--- config.mk ---
export PLATFORM = sky130hd
export DESIGN_NAME = pipe_stage_buf
export DESIGN_NICKNAME = d
export VERILOG_FILES = /design/src/rtl/pipe_stage_buf.sv
export SDC_FILE = /design/constraint.sdc
export NUM_CORES = 1
export LEC_CHECK = 0
export CORE_MARGIN = 8
export CORE_UTILIZATION = 35
export DETAILED_ROUTE_END_ITERATION = 8
export SLEW_MARGIN = 5
export SYNTH_ARGS = -nofsm -noshare
export SYNTH_HDL_FRONTEND = slang
export SYNTH_SLANG_ARGS = --single-unit
--- constraint.sdc ---
create_clock -name Clk -period 4.9 [get_ports Clk]
set_clock_uncertainty 0.2 [all_clocks]
set_input_delay 0.98 -clock Clk [delete_from_list [all_inputs] [get_ports Clk]]
set_output_delay 0.98 -clock Clk [all_outputs]
set_load 0.01 [all_outputs]
--- src/rtl/pipe_stage_buf.sv ---
// pipe_stage_buf -- elastic inter-stage register for the five-stage datapath.
//
// Carries NUM_FIELDS packed fields of DATA_W bits (field 0 = IR) between two
// pipeline stages. Uses a valid/ready handshake with a two-entry main/skid
// buffer, so in_ready comes from a register and never from out_ready. A
// synchronous flush squashes held beats to the all-zero NOP. A saturating
// counter tracks back-pressured cycles.
//
// Ports
//   Clk        : clock, rising edge
//   Reset      : synchronous, active high, highest priority
//   flush      : squash all held beats (overrides accept/drain)
//   in_valid   : upstream beat present
//   in_ready   : stage can accept (registered, = !skid_valid)
//   in_data    : NUM_FIELDS*DATA_W packed fields, field k at [k*DATA_W +: DATA_W]
//   out_valid  : head beat valid
//   out_ready  : downstream takes head beat
//   out_data   : head beat (all zero when not valid)
//   occupancy  : beats held, 0..2
//   stall_cnt  : cycles with out_valid & !out_ready, saturating

// Per-field storage slice: one main and one skid register for one field.
// The control strobes come from the shared FSM in the top level. Clears take
// precedence so that an entry going invalid always reads back as zero.
module pipe_stage_buf_field #(
  parameter int DATA_W = 32
) (
  input  logic              Clk,
  input  logic              Reset,
  input  logic              main_ld_in,
  input  logic              main_ld_skid,
  input  logic              main_clr,
  input  logic              skid_ld_in,
  input  logic              skid_clr,
  input  logic [DATA_W-1:0] in_field,
  output logic [DATA_W-1:0] main_q,
  output logic [DATA_W-1:0] skid_q
);

  always_ff @(posedge Clk) begin
    if (Reset) begin
      main_q <= '0;
      skid_q <= '0;
    end else begin
      if (main_clr)          main_q <= '0;
      else if (main_ld_skid) main_q <= skid_q;
      else if (main_ld_in)   main_q <= in_field;

      if (skid_clr)          skid_q <= '0;
      else if (skid_ld_in)   skid_q <= in_field;
    end
  end

endmodule

module pipe_stage_buf #(
  parameter int DATA_W     = 32,
  parameter int NUM_FIELDS = 5,
  parameter int CNT_W      = 16
) (
  input  logic                         Clk,
  input  logic                         Reset,
  input  logic                         flush,
  input  logic                         in_valid,
  output logic                         in_ready,
  input  logic [NUM_FIELDS*DATA_W-1:0] in_data,
  output logic                         out_valid,
  input  logic                         out_ready,
  output logic [NUM_FIELDS*DATA_W-1:0] out_data,
  output logic [1:0]                   occupancy,
  output logic [CNT_W-1:0]             stall_cnt
);

  typedef enum logic [1:0] {
    EMPTY = 2'd0,
    ONE   = 2'd1,
    FULL  = 2'd2
  } state_t;

  localparam logic [CNT_W-1:0] CNT_MAX = '1;

  state_t state_q, state_d;

  logic main_valid, skid_valid;
  logic accept, drain;

  // Data-path strobes shared by every field slice
  logic main_ld_in, main_ld_skid, main_clr;
  logic skid_ld_in, skid_clr;

  logic [NUM_FIELDS-1:0][DATA_W-1:0] in_fields;
  logic [NUM_FIELDS-1:0][DATA_W-1:0] main_data;
  logic [NUM_FIELDS-1:0][DATA_W-1:0] skid_data;

  // Valid bits are decoded from the state register. This keeps in_ready
  // purely registered, with no out_ready -> in_ready combinational path.
  assign main_valid = (state_q != EMPTY);
  assign skid_valid = (state_q == FULL);

  assign in_ready  = !skid_valid;
  assign out_valid = main_valid;
  assign accept    = in_valid  && in_ready;
  assign drain     = out_valid && out_ready;

  assign occupancy = {1'b0, main_valid} + {1'b0, skid_valid};

  assign in_fields = in_data;
  assign out_data  = main_data;

  // State register
  always_ff @(posedge Clk) begin
    if (Reset) state_q <= EMPTY;
    else       state_q <= state_d;
  end

  // Next-state and data-path strobes
  always_comb begin
    state_d      = state_q;
    main_ld_in   = 1'b0;
    main_ld_skid = 1'b0;
    main_clr     = 1'b0;
    skid_ld_in   = 1'b0;
    skid_clr     = 1'b0;

    if (flush) begin
      // Flush discards everything, including a beat handshaken this cycle
      state_d  = EMPTY;
      main_clr = 1'b1;
      skid_clr = 1'b1;
    end else begin
      unique case (state_q)
        EMPTY: begin
          if (accept) begin
            state_d    = ONE;
            main_ld_in = 1'b1;
          end
        end
        ONE: begin
          if (accept && drain) begin
            main_ld_in = 1'b1;
          end else if (accept) begin
            state_d    = FULL;
            skid_ld_in = 1'b1;
          end else if (drain) begin
            state_d  = EMPTY;
            main_clr = 1'b1;
          end
        end
        FULL: begin
          // in_ready is low here, so only a drain can move the state
          if (drain) begin
            state_d      = ONE;
            main_ld_skid = 1'b1;
            skid_clr     = 1'b1;
          end
        end
        default: begin
          state_d  = EMPTY;
          main_clr = 1'b1;
          skid_clr = 1'b1;
        end
      endcase
    end
  end

  // One storage slice per field
  for (genvar k = 0; k < NUM_FIELDS; k++) begin : g_field
    pipe_stage_buf_field #(.DATA_W(DATA_W)) u_field (
      .Clk          (Clk),
      .Reset        (Reset),
      .main_ld_in   (main_ld_in),
      .main_ld_skid (main_ld_skid),
      .main_clr     (main_clr),
      .skid_ld_in   (skid_ld_in),
      .skid_clr     (skid_clr),
      .in_field     (in_fields[k]),
      .main_q       (main_data[k]),
      .skid_q       (skid_data[k])
    );
  end

  // Back-pressure counter. Only Reset clears it; flush leaves it alone so
  // that stall history survives pipeline squashes.
  always_ff @(posedge Clk) begin
    if (Reset)
      stall_cnt <= '0;
    else if (main_valid && !out_ready && (stall_cnt != CNT_MAX))
      stall_cnt <= stall_cnt + 1'b1;
  end

endmodule

# == Yosys cells after proc, flatten, opt, wreduce, memory -nomap -nowiden ==
# Cells that the tools add are included.
# classes
mux,32
eq_ne,7
reduce_logical,16
add_sub_neg,2
# op_table
cell,count
2-to-1 mux 32 bit,10
adder 16 x 1 -> 16 bit (second input constant),1
!= test 16 bit (second input constant),1
2-to-1 mux 1 bit,13
2-to-1 mux 2 bit,5
OR reduction 2 bit,5
one-hot mux 1 bit (2 select lines),3
one-hot mux 2 bit (3 select lines),1
logical AND 1 bit,5
!= test 2 bit (second input constant),2
AND reduction 4 bit,1
nonzero test 2 bit,2
!= test 3 bit (second input constant),1
adder 1 x 1 -> 2 bit,1
equality test 2 x 1 -> 1 bit (second input constant),1
equality test 2 bit (second input constant),1
zero test 1 bit,2
zero test 2 bit,1
!= test 2 x 1 -> 1 bit (second input constant),1
# word_totals
out_inout_bits,180
word_cells,69
reg_bits,338

# == Depth between registers and ports, before layout ==
# Gate-level depths: netlist of the first run.
# depth
word_depth,9
depth_mapped,10

# == By module ==
# A second synthesis of the first run with hierarchy kept.
# hier_totals
hier_cells,1362
area_unflattened_um2,15486.1
# by_module_without_submodules
mod,area_each_um2,instances,cells_per_inst
pipe_stage_buf_field,2882.8,5,248
pipe_stage_buf,1072.3,1,122

# == Least setup slack after synthesis of the first run ==
# Ideal clock, no wire load.
# synth_timing
path_type,input -> register
from,in out_ready
to,reg stall_cnt[15]
cell_stages,6
arrival_ps,2293
setup_time_ps,123
setup_slack_ps,2284
required_ps,4577
path_buffers,2
cell_sequence,buf_2 > o21ba_2 > nand4_1 > clkbuf_1 > nor4_1 > mux2_1
# synth_via
elab_chain_len,3
# synth_rtl
item,line_no,source
from (decl),68,"input logic out_ready,"
zero test 1 bit,187,else if (main_valid && !out_ready && (stall_cnt != CNT_MAX))
logical AND 1 bit (2 in a row),187,
to (signal assigned),188,stall_cnt <= stall_cnt + 1'b1;
to (decl),71,output logic [CNT_W-1:0] stall_cnt
# Every way passes these cells.
# A chain may end at the register's enable or synchronous reset.

# == Worst setup path in the final report of the first run ==
# layout_timing
from,reg state_q[1]
to,out occupancy[0]
# layout_via
elab_chain_len,2
word_cells_on_any_way,3
# layout_rtl
item,line_no,source
from (decl),82,"state_t state_q, state_d;"
from (signal assigned),113,else state_q <= state_d;
equality test 2 bit / nonzero test 2 bit (equally long branches),"98, 97",
adder 1 x 1 -> 2 bit (*),105,"assign occupancy = {1'b0, main_valid} + {1'b0, skid_valid};"
to (decl),70,"output logic [1:0] occupancy,"
# Every way passes the cells marked *; elsewhere a longest branch is shown, timed or not.

==> results.cfg, run 1 <==
[status]
status = finished, final reports clean

[grt]
antenna_found_initial = 6
grt_pass1_wl_um = 77000
grt_max_degree = 166
overflow = 0
grt_pass1_vias = 13300
grt_usage = 0.198

[timing]
worst_slack_ps = 1360
slew_headroom = 0.380
fin_crit_ps = 3540
fmax_mhz = 282
final-max-slew-violation-count = 0
tightest_slew_ps = 926
tns_ps = 0
finalCritPeriodShare = 0.723
hold_viol_final = 0
setup_violations = 0
rsz0062_at_grt = false

[synthesis]
synth_nets = 1917
yosys_most_used_dff = dfxtp_1
syn_area_mm2 = 0.0142
syn_inst = 1749
async_reset_ff_frac = 0
synth_cell_type_count = 40
synth_edf_count = 0
netlist_top_cells_count = dfxtp_1, a21oi_1, nand2_1, nor2b_1, nor3_1
syn_area_per_cell_um2 = 8.15
synth_area_leader_cell = dfxtp_1
synth_most_common_cell = dfxtp_1
ys_ff_latch = 338
ys_seq_area_frac = 0.475
yosysWarnings = 0
synthTopCellsByArea = dfxtp_1, a21oi_1, a2111oi_0
synth_top_area_share = 0.475

[detailed_routing]
drc = 0
drtAntennaViolNets = 0
wirelength_um = 49700
viasPerCell = 5.39
first_pass_iters = 5
drtIter0Drc = 820
vias = 13700
wire_per_inst_um = 19.5

[setup_path]
critPathMaxStageDelay_ps = 540
crit_slowest_cell = clkdlybuf4s50_1
critPathArrivalTime_ps = 2360
start_kind = flip-flop
crit_path_end_kind = output port
path_cells = inv_1 -> nor2_1 -> inv_1 -> ha_1 -> inv_1 -> clkdlybuf4s50_1
cp_common_cell = inv_1
cp.required_ps = 3720
rrSetupSlack_ps = 2100
worst-path-max-fanout = 10
crit_type = flip-flop to output port

[final_layout]
fin_area_mm2 = 0.0194
fillers = 3836
multi_input_area_mm2 = 0.00674
drive_gt1_frac = 0.0527
nNetsFinal = 2149
seq_area_mm2 = 0.00677
syn2layout_area_growth_pct = 36.5
layoutNonFillerInstCount = 2546

[clock_network]
clkTransAtPathRegs_ps = 60
cts_hold_buffers = 0
cts.repair.resized = 0
clockBufferDepth = 3
cts_sinks = 338
insertion_delay_ps = 520
cts_root_buffer = clkbuf_16
post_cts_buffers = 0
cts_buffers = 39
cts_tree = done
htree_num_levels = 2

[die]
design.die.area_mm2 = 0.0474
num_io_pins = 345
rows = 74
coreArea_mm2 = 0.0405
start_util = 0.352
die_w_um = 218
die_height_um = 218

[min_path]
min_path_type = flip-flop to flip-flop

[placed_design]
dpl.hpwl_um = 30200
place_area_mm2 = 0.0180
pre_cts_ws_ps = 886
dp_cells = 2472
port_buffers = 344
gp_congestion = 0.798

[pwr]
finalPower_mw = 6.67
power_density_mw_per_mm2 = 343
ir_worst_vdd_mv = 0.185
p_leak_nw = 6.10

[run]
maxCapViolations = 0
-- where the power goes --
part           internal (mW)  switching, mW  leakage, nW
clock network           1.99           1.17        0.678
logic                  0.325          0.361         2.69
registers               2.80         0.0342         2.73
-- cell type report --
| class | count | area share |
|---|---|---|
| inverters | 9 | 0.00187 |
| clock buffers | 59 | 0.0609 |
| well taps | 532 | 0.0342 |
| multi-input cells | 1221 | 0.347 |
| clock inverters | 12 | 0.0114 |
| repair buffers | 372 | 0.197 |
| diodes | 3 | 0.000386 |
| flip-flops and latches | 338 | 0.348 |
-- per-stage QoR --
step	util	hold WS, ps
floorplan	-	234
global placement	0.446	239
detailed placement	0.446	245
CTS	0.480	253
global route	0.480	265
finish	0.481	252
-- worst max-delay path: cells and delay by family (launching register included) --
family	cells	cell delay, ps
flip-flops	1	480
adder cells (fa/ha/maj)	1	310
buffers and inverters	4	870
AND/OR/NAND/NOR	1	180
-- final timing paths --
kind | startpoint | end | depth (start not counted)
worst min-delay path | g_field[2].u_field.skid_q[3] | g_field[2].u_field.skid_q[3] | 2
worst max-delay path | state_q[1] | occupancy[0] | 6
worst min register to register | g_field[2].u_field.skid_q[3] | g_field[2].u_field.skid_q[3] | 2
worst max register to register | state_q[1] | g_field[3].u_field.main_q[0] | 5
-- registers in the layout, indices dropped and copies added (netlist names) --
name	cells
state_q	2
g_field.u_field.skid_q	160
g_field.u_field.main_q	160
stall_cnt	16
-- kinds of logic after synthesis --
group,synth area share
adders and majority gates,0.00264
and+or+nand+nor,0.236
AOI/OAI and AO/OA,0.226
DFF,0.475
buffers and inverters,0.0556
muxes,0.00465
-- per-layer routing --
layer  track usage  share of wire
met5             0         0.0011
met4        0.0437          0.016
met3        0.0669          0.086
met2         0.307           0.44
met1         0.264           0.45
-- placed cells by master, fill, tap and decap left out, drive strengths merged, types with 8 or more instances in the layout --
cell type,synthesis,final
a2111oi,161,161
inv,9,10
nand2,327,327
nor2b,166,166
a21oi,332,332
clkdlybuf4s50,0,343
nor3,163,163
clkbuf,115,59
o21ai,8,8
nor2,10,10
dfxtp,338,338
buf,66,29
Power figures use the tool's default switching activity.
==> run 2, diff against run 1 <==
Clock period 4.9 ns to 3.4 ns, I/O delays scaled along.
==> run 2 against run 1 <==
Sequential share of layout area is 0.052 points lower. Flip-flop and latch count stayed put. Combinational power is 45% higher. Global-route usage hardly changed. Critical path type unchanged. Critical endpoint unchanged. Highest routed layer unchanged.
==> results.cfg, run 2 (synthesized netlist as in run 1, its figures left out) <==
[die]
design.die.area_mm2 = 0.0474
start_util = 0.352
num_io_pins = 345
coreArea_mm2 = 0.0405
rows = 74
die_height_um = 218
die_w_um = 218

[detailed_routing]
route.met3.wl_um = 4040
first_pass_iters = 7
wire_per_inst_um = 19.4
wl_met2_um = 22200
vias = 13800
drtAntennaViolNets = 0
viasPerCell = 5.40
met1Wirelength_um = 22200
highest_layer = met5
drc = 0
wirelength_um = 49500
drtIter0Drc = 867

[final_layout]
layoutNonFillerInstCount = 2555
fin_util = 0.481
final_cell_mix = clkdlybuf4s50_1, dfxtp_1, a21oi_1
reg.largest.list = g_field.u_field.main_q (160), g_field.u_field.skid_q (160), stall_cnt (16)
drive_gt1_frac = 0.0575
syn2layout_area_growth_pct = 36.7
layout_commonest_cell = clkdlybuf4s50_1
nNetsFinal = 2156
fillers = 3864

[setup_path]
worst-path-max-fanout = 10
crit_path_end_kind = output port
rr_endpoint = g_field[2].u_field.main_q[19]
crit_type = flip-flop to output port
rrSetupSlack_ps = 1080
start_kind = flip-flop
rr_worst_depth = 6
rr_startpoint = state_q[0]
cp.required_ps = 2520
critPathArrivalTime_ps = 2300

[pwr]
ir_worst_vdd_mv = 0.284
power_density_mw_per_mm2 = 475
p_leak_nw = 6.13

[timing]
tightest_slew_ps = 683
fin_crit_ps = 3180
slew_headroom = 0.545
finalCritPeriodShare = 0.935
hold_viol_final = 0
final-max-slew-violation-count = 0
tns_ps = 0
rsz0062_at_grt = false
fmax_mhz = 315
setup_violations = 0

[min_path]
hold-path-endpoint = state_q[1]
hold_path.startpoint = flush
hold_depth = 2
min_path_type = input pin to flip-flop

[placed_design]
dpl.hpwl_um = 30600
gp_congestion = 0.765
port_buffers = 344
dp_cells = 2479

[run]
maxCapViolations = 0

[clock_network]
cts_sinks = 338
cts_tree = done
clockBufferDepth = 3
cts_root_buffer = clkbuf_16
cts_buffers = 39
cts_hold_buffers = 0
insertion_delay_ps = 540
htree_num_levels = 2
clkTransAtPathRegs_ps = 60

[grt]
grt_pass1_wl_um = 77200
overflow = 0
grt_usage = 0.198
grt_max_degree = 105
grt_pass1_vias = 13300
antenna_found_initial = 9

[status]
status = finished, final reports clean
[run 2: metrics by stage]
stage | instance area, um^2 | total power [mW] | setup WS (ps) | hold slack [ps]
6_report | 19500 | 9.24 | 221 | 183
5_1_grt | 19500 | 9.60 | 111 | 193
4_1_cts | 19500 | 9.35 | 71.6 | 170
3_5_place_dp | 18200 | 5.17 | 355 | 244
3_3_place_gp | 18200 | 5.16 | 439 | 239
2_1_floorplan | 14200 | 4.62 | 1080 | 234
[run 2: timing repair]
action / CTS / global route
resized for setup: 0 / 1
endpoints found under the setup margin: 0 / 1
buffers inserted: 0 / 0
[run 2: final cells by class]
cell class | instances | area, um^2 | share of cell area
clock inverter | 13 | 110 | 0.00565
inverter | 9 | 36.3 | 0.00186
tap | 532 | 666 | 0.0342
clock buffer | 59 | 1170 | 0.0601
timing repair buffer | 379 | 3980 | 0.204
antenna | 4 | 10.0 | 0.000514
multi-input combinational | 1221 | 6740 | 0.346
sequential | 338 | 6770 | 0.347
[run 2: layer usage]
layer	global-route usage	vias up
met4	0.0540	12
met2	0.305	394
met5	0	-
li1	-	6708
met3	0.0595	76
met1	0.267	6600
[run 2: power by group]
| part | switching, mW | internal [mW] |
|---|---|---|
| clock network | 1.70 | 2.47 |
| logic | 0.517 | 0.475 |
| registers | 0.0502 | 4.03 |
[run 2: worst max-delay path, cell delays in order (launching register included)]
cell	delay, ps
dfxtp_2	410
inv_1	90
nor2_1	210
inv_1	140
ha_1	310
inv_1	70
clkdlybuf4s50_1	540
[run 2: how the worst max path moves through the flow]
stage / from / end / slack, ps
2_1_floorplan: out_ready / stall_cnt[15] / 1080
3_3_place_gp: out_ready / g_field[2].u_field.main_q[22] / 440
3_5_place_dp: out_ready / g_field[2].u_field.main_q[21] / 350
4_1_cts: state_q[1] / occupancy[0] / 70
5_1_grt: state_q[1] / occupancy[0] / 110
6_report: state_q[1] / occupancy[0] / 220
==> run 3, diff against run 2 <==
Settings changed: ABC_AREA from default to 1, REMOVE_ABC_BUFFERS from default to 1, SKIP_CTS_REPAIR_TIMING from default to 1.
==> run 3 against run 2 <==
Clock power grew 2%. Core utilization shrank 1.1 points. Synthesized cell count grew 21%. Register-to-register slack lost 140 ps. Final area grew 6.0%. Final cell count grew 17%.
==> results.cfg, run 3 <==
[setup_path]
rr_endpoint = stall_cnt[0]
rr_startpoint = stall_cnt[0]
path_cells = nor2_1 -> inv_1 -> ha_1 -> inv_1 -> clkdlybuf4s50_1
critPathArrivalTime_ps = 2190
start_kind = flip-flop
crit_slowest_cell = clkdlybuf4s50_1
crit_type = flip-flop to output port
worst-path-max-fanout = 5
critPathMaxStageDelay_ps = 550
cp.required_ps = 2520
rrSetupSlack_ps = 940
crit_path_end_kind = output port
cp_common_cell = inv_1
rr_worst_depth = 8

[synthesis]
synth_cell_type_count = 27
synth_edf_count = 0
netlist_top_cells_count = nand2_1, nor2_1, dfxtp_1, inv_1, a21oi_1
syn_area_per_cell_um2 = 7.30
synthTopCellsByArea = dfxtp_1, nand2_1, nor2_1
ys_seq_area_frac = 0.438
ys_ff_latch = 338
synth_top_area_share = 0.438
async_reset_ff_frac = 0
synth_most_common_cell = nand2_1
synth_area_leader_cell = dfxtp_1
syn_inst = 2117
syn_area_mm2 = 0.0155
yosys_most_used_dff = dfxtp_1
yosysWarnings = 0

[min_path]
hold-path-endpoint = g_field[0].u_field.skid_q[25]
min_path_type = flip-flop to flip-flop
hold_path.startpoint = g_field[0].u_field.skid_q[25]
hold_depth = 2

[die]
die_height_um = 226
design.die.area_mm2 = 0.0511
start_util = 0.352
die_w_um = 226
rows = 77
coreArea_mm2 = 0.0439
num_io_pins = 345

[grt]
overflow = 0
grt_usage = 0.165
met2_usage = 0.270
grt-busiest-layer = met2
use_met3 = 0.0421
grt_use_met1 = 0.214
grt_pass1_vias = 13300
antenna_found_initial = 3
grt_max_degree = 135
grt_pass1_wl_um = 69700

[clock_network]
cts_sinks = 338
cts_buffers = 40
cts_tree = done
insertion_delay_ps = 540
clkTransAtPathRegs_ps = 50
cts_root_buffer = clkbuf_16
htree_num_levels = 2
clockBufferDepth = 3

[detailed_routing]
wirelength_um = 44100
vias = 14300
first_pass_iters = 5
drc = 0
wire_per_inst_um = 14.8
viasPerCell = 4.80
drtIter0Drc = 735
drtAntennaViolNets = 0

[final_layout]
multi_input_area_mm2 = 0.00713
drive_gt1_frac = 0.0480
fillers = 4372
reg.largest.list = g_field.u_field.main_q (160), g_field.u_field.skid_q (160), stall_cnt (16)
seq_area_mm2 = 0.00677
syn2layout_area_growth_pct = 33.6
layout_commonest_cell = nand2_1
final_cell_mix = nand2_1, nor2_1, clkdlybuf4s50_1
nNetsFinal = 2538
layoutNonFillerInstCount = 2989

[timing]
hold_viol_final = 0
final-max-slew-violation-count = 0
worst_slack_ps = 331
tightest_slew_ps = 608
setup_violations = 0
fmax_mhz = 326
slew_headroom = 0.595
rsz0062_at_grt = false
finalCritPeriodShare = 0.903
fin_crit_ps = 3070

[placed_design]
pre_cts_ws_ps = 387
dpl.hpwl_um = 29400
dp_cells = 2920
gp_congestion = 0.795
port_buffers = 344

[run]
maxCapViolations = 0

[pwr]
ir_worst_vdd_mv = 0.360
p_leak_nw = 8.18
power_density_mw_per_mm2 = 453

[status]
status = finished, final reports clean
run 3: cell count changes in the layout (fill, tap and decap cells not counted), sizes merged, moves of 55 or more:
| cell | change |
|---|---|
| nand2 | +55 |
| a211oi | +160 |
| nor3 | -162 |
| inv | +172 |
| nand3b | +158 |
| o21ai | +162 |
| nor2 | +339 |
| nor2b | -166 |
| a21oi | -158 |
| a2111oi | -161 |
run 3: power by group:
group          leakage (nW)  internal (mW)  switching, mW  total (mW)
clock network         0.640           2.60           1.66        4.26
registers              2.73           4.04         0.0445        4.09
logic                  4.81          0.502          0.502        1.00
run 3: cell families (layout without fill, tap and decap cells):
group,count (synthesis),after routing,synth area share
fa+ha+maj,3,3,0.00243
buf+inv,360,639,0.104
flops,338,338,0.438
other cells,0,1,0
xor+xnor,6,6,0.00340
simple gates,905,905,0.262
compound gates,505,505,0.191
run 3: layer usage:
metal | wire [um] | part of all wire | vias up
li1 | - | - | 7441
met2 | 20200 | 0.46 | 318
met5 | 34 | 0.00077 | -
met4 | 746 | 0.017 | 4
met1 | 20300 | 0.46 | 6528
met3 | 2820 | 0.064 | 55
run 3: final cells by class:
cell class / count / share of cell area
antenna: 1 / 0.000121
clock buffer: 58 / 0.0567
clock inverter: 10 / 0.00636
inverter: 183 / 0.0333
multi-input combinational: 1419 / 0.345
sequential: 338 / 0.328
tap: 592 / 0.0359
timing repair buffer: 388 / 0.195
run 3: how the worst max path moves through the flow:
stage	start	endpoint	slack, ps	depth (start not counted)
3_3_place_gp	in_valid	g_field[4].u_field.main_q[6]	440	9
6_report	state_q[0]	occupancy[0]	330	5
4_1_cts	state_q[0]	occupancy[0]	270	5
3_5_place_dp	in_valid	g_field[2].u_field.main_q[17]	390	9
5_1_grt	state_q[0]	occupancy[0]	190	5
2_1_floorplan	flush	g_field[0].u_field.main_q[0]	-5210	5
run 3: stage by stage:
stage	power (mW)	TNS (ps)	hold slack, ps	cell area, um^2	util
final	9.36	0	256	20600	0.470
after global routing	9.76	0	267	20600	0.470
after CTS	9.51	0	259	20600	0.470
after detailed placement	5.18	0	246	19300	0.440
after global placement	5.17	0	244	19300	0.440
after floorplan	4.66	-1567210	234	14500	-
run 3: critical path: cells and delay by family, from the launching register on:
family,cells,cell delay (ps)
adder cells (fa/ha/maj),1,290
buffers and inverters,3,790
AND/OR/NAND/NOR,1,220
flip-flops,1,370
